--- src/rtl/store_commit_ctrl.sv ---
// Store commit controller: buffers retiring stores and writes them to the D-cache one at a time, in retire order.
// Optional STORE_COMMIT_BYPASS_EN presents lane 0 on dc_req in its arrival cycle when the buffer is empty.
module store_commit_ctrl #(
  parameter int N_WAY = 2,
  parameter int DEPTH = 4,
  parameter int POS_W = 4
) (
  input  logic                           clock,
  input  logic                           reset,
  input  logic [N_WAY-1:0]               ret_valid,
  input  logic [N_WAY*32-1:0]            ret_addr,
  input  logic [N_WAY*32-1:0]            ret_data,
  input  logic [N_WAY*2-1:0]             ret_size,
  input  logic [N_WAY*POS_W-1:0]         ret_pos,
  output logic [$clog2(DEPTH):0]         free_slots,
  output logic                           dc_req_valid,
  output logic [31:0]                    dc_req_addr,
  output logic [31:0]                    dc_req_data,
  output logic [1:0]                     dc_req_size,
  input  logic                           dc_req_ready,
  input  logic                           dc_ack,
  output logic                           done_valid,
  output logic [POS_W-1:0]               done_pos,
  output logic                           idle,
  output logic                           overflow_err
);
  localparam int PTR_W = (DEPTH > 1) ? $clog2(DEPTH) : 1;
  localparam int CNT_W = $clog2(DEPTH) + 1;

  typedef enum logic [1:0] {S_IDLE, S_REQ, S_WAIT} state_t;
  state_t state;

  logic [31:0]      mem_addr [DEPTH];
  logic [31:0]      mem_data [DEPTH];
  logic [1:0]       mem_size [DEPTH];
  logic [POS_W-1:0] mem_pos  [DEPTH];

  logic [PTR_W-1:0] head, tail;
  logic [CNT_W-1:0] count, count_next, push_cnt, free_cnt;
  logic [N_WAY-1:0] lane_we, lane_drop;
  logic [PTR_W-1:0] lane_slot [N_WAY];
  logic             pop, bypass;

  // Valid lanes are compacted into consecutive tail slots; capacity is judged
  // against the registered count only, so a same-cycle pop frees nothing.
  always_comb begin
    free_cnt  = CNT_W'(DEPTH) - count;
    push_cnt  = '0;
    lane_we   = '0;
    lane_drop = '0;
    for (int i = 0; i < N_WAY; i++) begin
      lane_slot[i] = tail + push_cnt[PTR_W-1:0];
      if (ret_valid[i]) begin
        if (push_cnt < free_cnt) begin
          lane_we[i] = 1'b1;
          push_cnt   = push_cnt + CNT_W'(1);
        end else begin
          lane_drop[i] = 1'b1;
        end
      end
    end
  end

  assign pop        = (state == S_WAIT) && dc_ack;
  assign count_next = count + push_cnt - CNT_W'(pop);

`ifdef STORE_COMMIT_BYPASS_EN
  assign bypass = (state == S_IDLE) && (count == '0) && ret_valid[0];
`else
  assign bypass = 1'b0;
`endif

  // Handshake: a request transfers on a cycle where dc_req_valid && dc_req_ready;
  // fields hold steady while valid is high and ready is low. dc_ack later marks
  // the write complete and only counts while a request is outstanding.
  assign dc_req_valid = (state == S_REQ) || bypass;
  assign dc_req_addr  = bypass ? ret_addr[31:0] : mem_addr[head];
  assign dc_req_data  = bypass ? ret_data[31:0] : mem_data[head];
  assign dc_req_size  = bypass ? ret_size[1:0]  : mem_size[head];
  assign free_slots   = free_cnt;
  assign idle         = (count == '0) && (state == S_IDLE);

  always_ff @(posedge clock) begin
    if (!reset) begin
      for (int i = 0; i < N_WAY; i++) begin
        if (lane_we[i]) begin
          mem_addr[lane_slot[i]] <= ret_addr[i*32 +: 32];
          mem_data[lane_slot[i]] <= ret_data[i*32 +: 32];
          mem_size[lane_slot[i]] <= ret_size[i*2 +: 2];
          mem_pos[lane_slot[i]]  <= ret_pos[i*POS_W +: POS_W];
        end
      end
    end
  end

  always_ff @(posedge clock) begin
    if (reset) begin
      head         <= '0;
      tail         <= '0;
      count        <= '0;
      state        <= S_IDLE;
      done_valid   <= 1'b0;
      done_pos     <= '0;
      overflow_err <= 1'b0;
    end else begin
      tail       <= tail + push_cnt[PTR_W-1:0];
      count      <= count_next;
      done_valid <= pop;
      if (|lane_drop) overflow_err <= 1'b1;
      if (pop) begin
        head     <= head + PTR_W'(1);
        done_pos <= mem_pos[head];
      end
      case (state)
        S_IDLE: begin
          if (bypass) state <= dc_req_ready ? S_WAIT : S_REQ;
          else if (count != '0) state <= S_REQ;
        end
        S_REQ:  if (dc_req_ready) state <= S_WAIT;
        S_WAIT: if (dc_ack) state <= (count_next != '0) ? S_REQ : S_IDLE;
        default: state <= S_IDLE;
      endcase
    end
  end
endmodule

--- config.mk ---
export PLATFORM = sky130hd
export DESIGN_NAME = store_commit_ctrl
export DESIGN_NICKNAME = d
export VERILOG_FILES = /design/src/rtl/store_commit_ctrl.sv
export SDC_FILE = /design/constraint.sdc
export NUM_CORES = 1
export LEC_CHECK = 0
export ABC_AREA = 1
export BUFFER_PORTS_ARGS = -buffer_cell sky130_fd_sc_hd__buf_4
export CAP_MARGIN = 10
export CORE_AREA = 2 2 150 181
export DETAILED_ROUTE_END_ITERATION = 12
export DIE_AREA = 0 0 152 183
export GPL_TIMING_DRIVEN = 0
export PLACE_DENSITY_LB_ADDON = 0.1
export SETUP_SLACK_MARGIN = 0.2
export SYNTH_ARGS = -nofsm -noshare
export SYNTH_HDL_FRONTEND = slang
export SYNTH_SLANG_ARGS = --single-unit
--- constraint.sdc ---
create_clock -name clock -period 10 [get_ports clock]
set_clock_uncertainty 0.1 [all_clocks]
set_input_delay 1 -clock clock [delete_from_list [all_inputs] [get_ports clock]]
set_output_delay 1 -clock clock [all_outputs]
set_load 0.02 [all_outputs]
==> flow_summary.json <==
{
  "synthMuxAreaShare": 0,
  "r2r_slack_ns": 6.38,
  "min_from": "overflow_err",
  "yosys.area.top_type": "edfxtp_1",
  "clock_latency_ns": 0.56,
  "core_mm2": 0.0261,
  "ir_drop_v": 0.000148,
  "synthTopCellsByArea": "edfxtp_1 (56%), nand2_1 (7.1%), o21ai_1 (6.7%), o21ai_0 (4.9%), o21ai_2 (4.8%)",
  "synthSimpleGateAreaFrac": 0.130,
  "die_h_um": 183,
  "power.density_mw_per_mm2": 244,
  "cts_root_buf": "clkbuf_16",
  "grt_pass1_vias": 12235,
  "fillers": 1988,
  "grt_max_degree": 48,
  "vias": 12468,
  "drcViolationCount": 0,
  "hp-class": "flip-flop to flip-flop",
  "cts.clk_slew.worst_paths_ns": 0.06,
  "fin_crit_ns": 3.76,
  "place_ws_ns": 6.40,
  "layout_commonest_cell": "nand2_1",
  "drtPass1Iterations": 6,
  "cts-resized-gates": 0,
  "path_class": "flip-flop to primary output",
  "synth_nets": 1653,
  "hold_depth": 2,
  "total_power_mw": 4.42,
  "syn-instance-count": 1499,
  "drv_cap": 0,
  "final-setup-viol-count": 0,
  "grt_most_used_layer": "met2",
  "start_util": 0.570,
  "synth_top_family_by_area": "compound AO/OA/AOI/OAI gates",
  "grt.met2_usage": 0.527,
  "drt_wl_total_um": 43200,
  "die-area_mm2": 0.0278,
  "fin_ws_ns": 6.24,
  "seq_area_frac_synth": 0.588,
  "htreeDepth": 1,
  "slew_headroom": 0.510,
  "maxSlewViolCount": 0,
  "ant_nets": 0,
  "drive_above_1_share": 0.249,
  "leakagePower_nw": 7.49,
  "worstSetupEndpointType": "primary output",
  "grt.total_usage": 0.304,
  "grt_pass1_wl_um": 66000,
  "synthAdderAreaFrac": 0.00723,
  "fin_hold_ws_ns": 0.447,
  "synth_top_cell_area_share": 0.565,
  "synth_xor_area_frac": 0.000588,
  "min_period_over_period": 0.376,
  "cts.sinks": 297,
  "place_congestion": 0.832,
  "holdBufCountCts": 0,
  "dpl.hpwl_um": 28500,
  "netlist_area_mm2": 0.0149,
  "crit_path_start_kind": "flip-flop",
  "r2r_start": "count[0]",
  "antenna-diode-count": 0,
  "numCtsBuffers": 30,
  "worst_slew_pin_slew_ns": 0.732,
  "drtIter0Drc": 1047,
  "critPathRequiredTime_ns": 8.90,
  "dp_cells": 2063,
  "synth_warnings": 0,
  "cts_buffer_depth": 3,
  "max_freq_mhz": 266,
  "synth.distinct_cells": 32,
  "rsz0062_at_grt": "false",
  "row_count": 65,
  "yosys_register_bits": 297,
  "final_hold_viol_count": 0,
  "die_x_um": 152,
  "arrival_ns": 2.66,
  "status": "finished, final reports clean",
  "tritoncts": "done",
  "antenna_found_initial": 0,
  "vias_per_cell": 5.89,
  "synth-compound-area-share": 0.199,
  "wire_per_inst_um": 20.4,
  "area_growth_pct": 21.6,
  "grt-ovfl-total": 0,
  "reg2reg_depth": 14,
  "instances_no_fill": 2117,
  "cts_setup_buffers": 0,
  "cp_max_fo": 10,
  "ios": 223,
  "syn_area_per_cell_um2": 9.93,
  "met1_usage": 0.380,
  "met3_usage": 0.0432,
  "min_to": "overflow_err",
  "port_buffers": 221,
  "layout_common_cells": "nand2_1 (281), edfxtp_1 (280), buf_4 (222), o21ai_1 (198), nor2_1 (154)",
  "r2r_end": "mem_data[2][7]",
  "nets": 1914
}
==> cells in the mapped netlist <==
cell / count
nor2_1: 154
o21a_1: 4
o211ai_1: 5
clkinv_8: 1
buf_6: 41
buf_4: 1
o22ai_1: 66
xnor2_1: 1
dfxtp_1: 17
a31oi_1: 1
nand2_1: 283
ha_1: 7
buf_2: 10
inv_2: 5
clkbuf_1: 51
nand3_1: 7
nand3_4: 4
a21oi_1: 7
o21ai_0: 146
edfxtp_1: 280
nor2_2: 1
o21ai_2: 82
nor2_4: 1
nor2_8: 1
clkinv_1: 1
inv_1: 97
nand2_4: 2
o21ai_1: 198
nand2_2: 20
clkbuf_2: 3
fa_1: 1
nor3_1: 1
==> kinds of logic (layout without fill, tap and decap cells) <==
| kind of cell | Yosys count | in the layout |
|---|---|---|
| adders and majority gates | 8 | 8 |
| and+or+nand+nor | 474 | 474 |
| xor gates and xnor gates | 1 | 1 |
| AOI/OAI and AO/OA | 509 | 509 |
| buffers and inverters | 210 | 493 |
| DFF | 297 | 297 |
==> flip-flops by register name, summed over array words and instances, names as in the netlist, named ones only <==
signal,flops
count,3
done_pos,4
done_valid,1
head,2
mem_addr,128
mem_data,128
mem_pos,16
mem_size,8
overflow_err,1
state,2
tail,2
==> stage by stage <==
step / setup TNS, ns / util / instance area [um^2]
floorplan: 0 / - / 14900
CTS: 0 / 0.694 / 18100
global route: 0 / 0.694 / 18100
detailed placement: 0 / 0.659 / 17200
finish: 0 / 0.694 / 18100
global placement: -155.90 / 0.650 / 17000
==> worst max-delay path by stage <==
stage	slack, ns	endpoint
after floorplan	2.92	mem_addr[0][0]
after global placement	-1.13	mem_data[0][10]
after detailed placement	6.40	mem_data[2][8]
after CTS	6.30	dc_req_addr[0]
after global routing	6.15	mem_data[2][13]
final	6.24	dc_req_addr[0]
==> layout make-up <==
class	count	area, um^2	share of cell area
buffer	106	726	0.0401
clock buffer	35	791	0.0437
clock inverter	19	110	0.00608
inverter	104	403	0.0223
multi-input combinational	992	5050	0.279
sequential	297	8750	0.483
tap	335	419	0.0232
timing repair buffer	229	1860	0.103
==> report_power, final <==
group          internal (mW)  total (mW)  switching (mW)
registers               1.75        1.82          0.0721
logic                  0.541        1.54           0.998
clock network          0.584        1.05           0.468
total                   2.88        4.42            1.54
==> worst max-delay path: stages (launching register included) <==
cell and delay, ns:
dfxtp_1 0.44, buf_2 0.29, inv_2 0.16, buf_2 0.31, buf_2 0.32, nor2_1 0.07
o22ai_1 0.29, buf_4 0.21
==> routing by layer <==
layer,up-vias,wire (um)
li1,5776,-
met1,5826,16000
met2,729,21600
met3,137,4000
met4,0,1660
met5,-,0
Power figures use the tool's default switching activity.
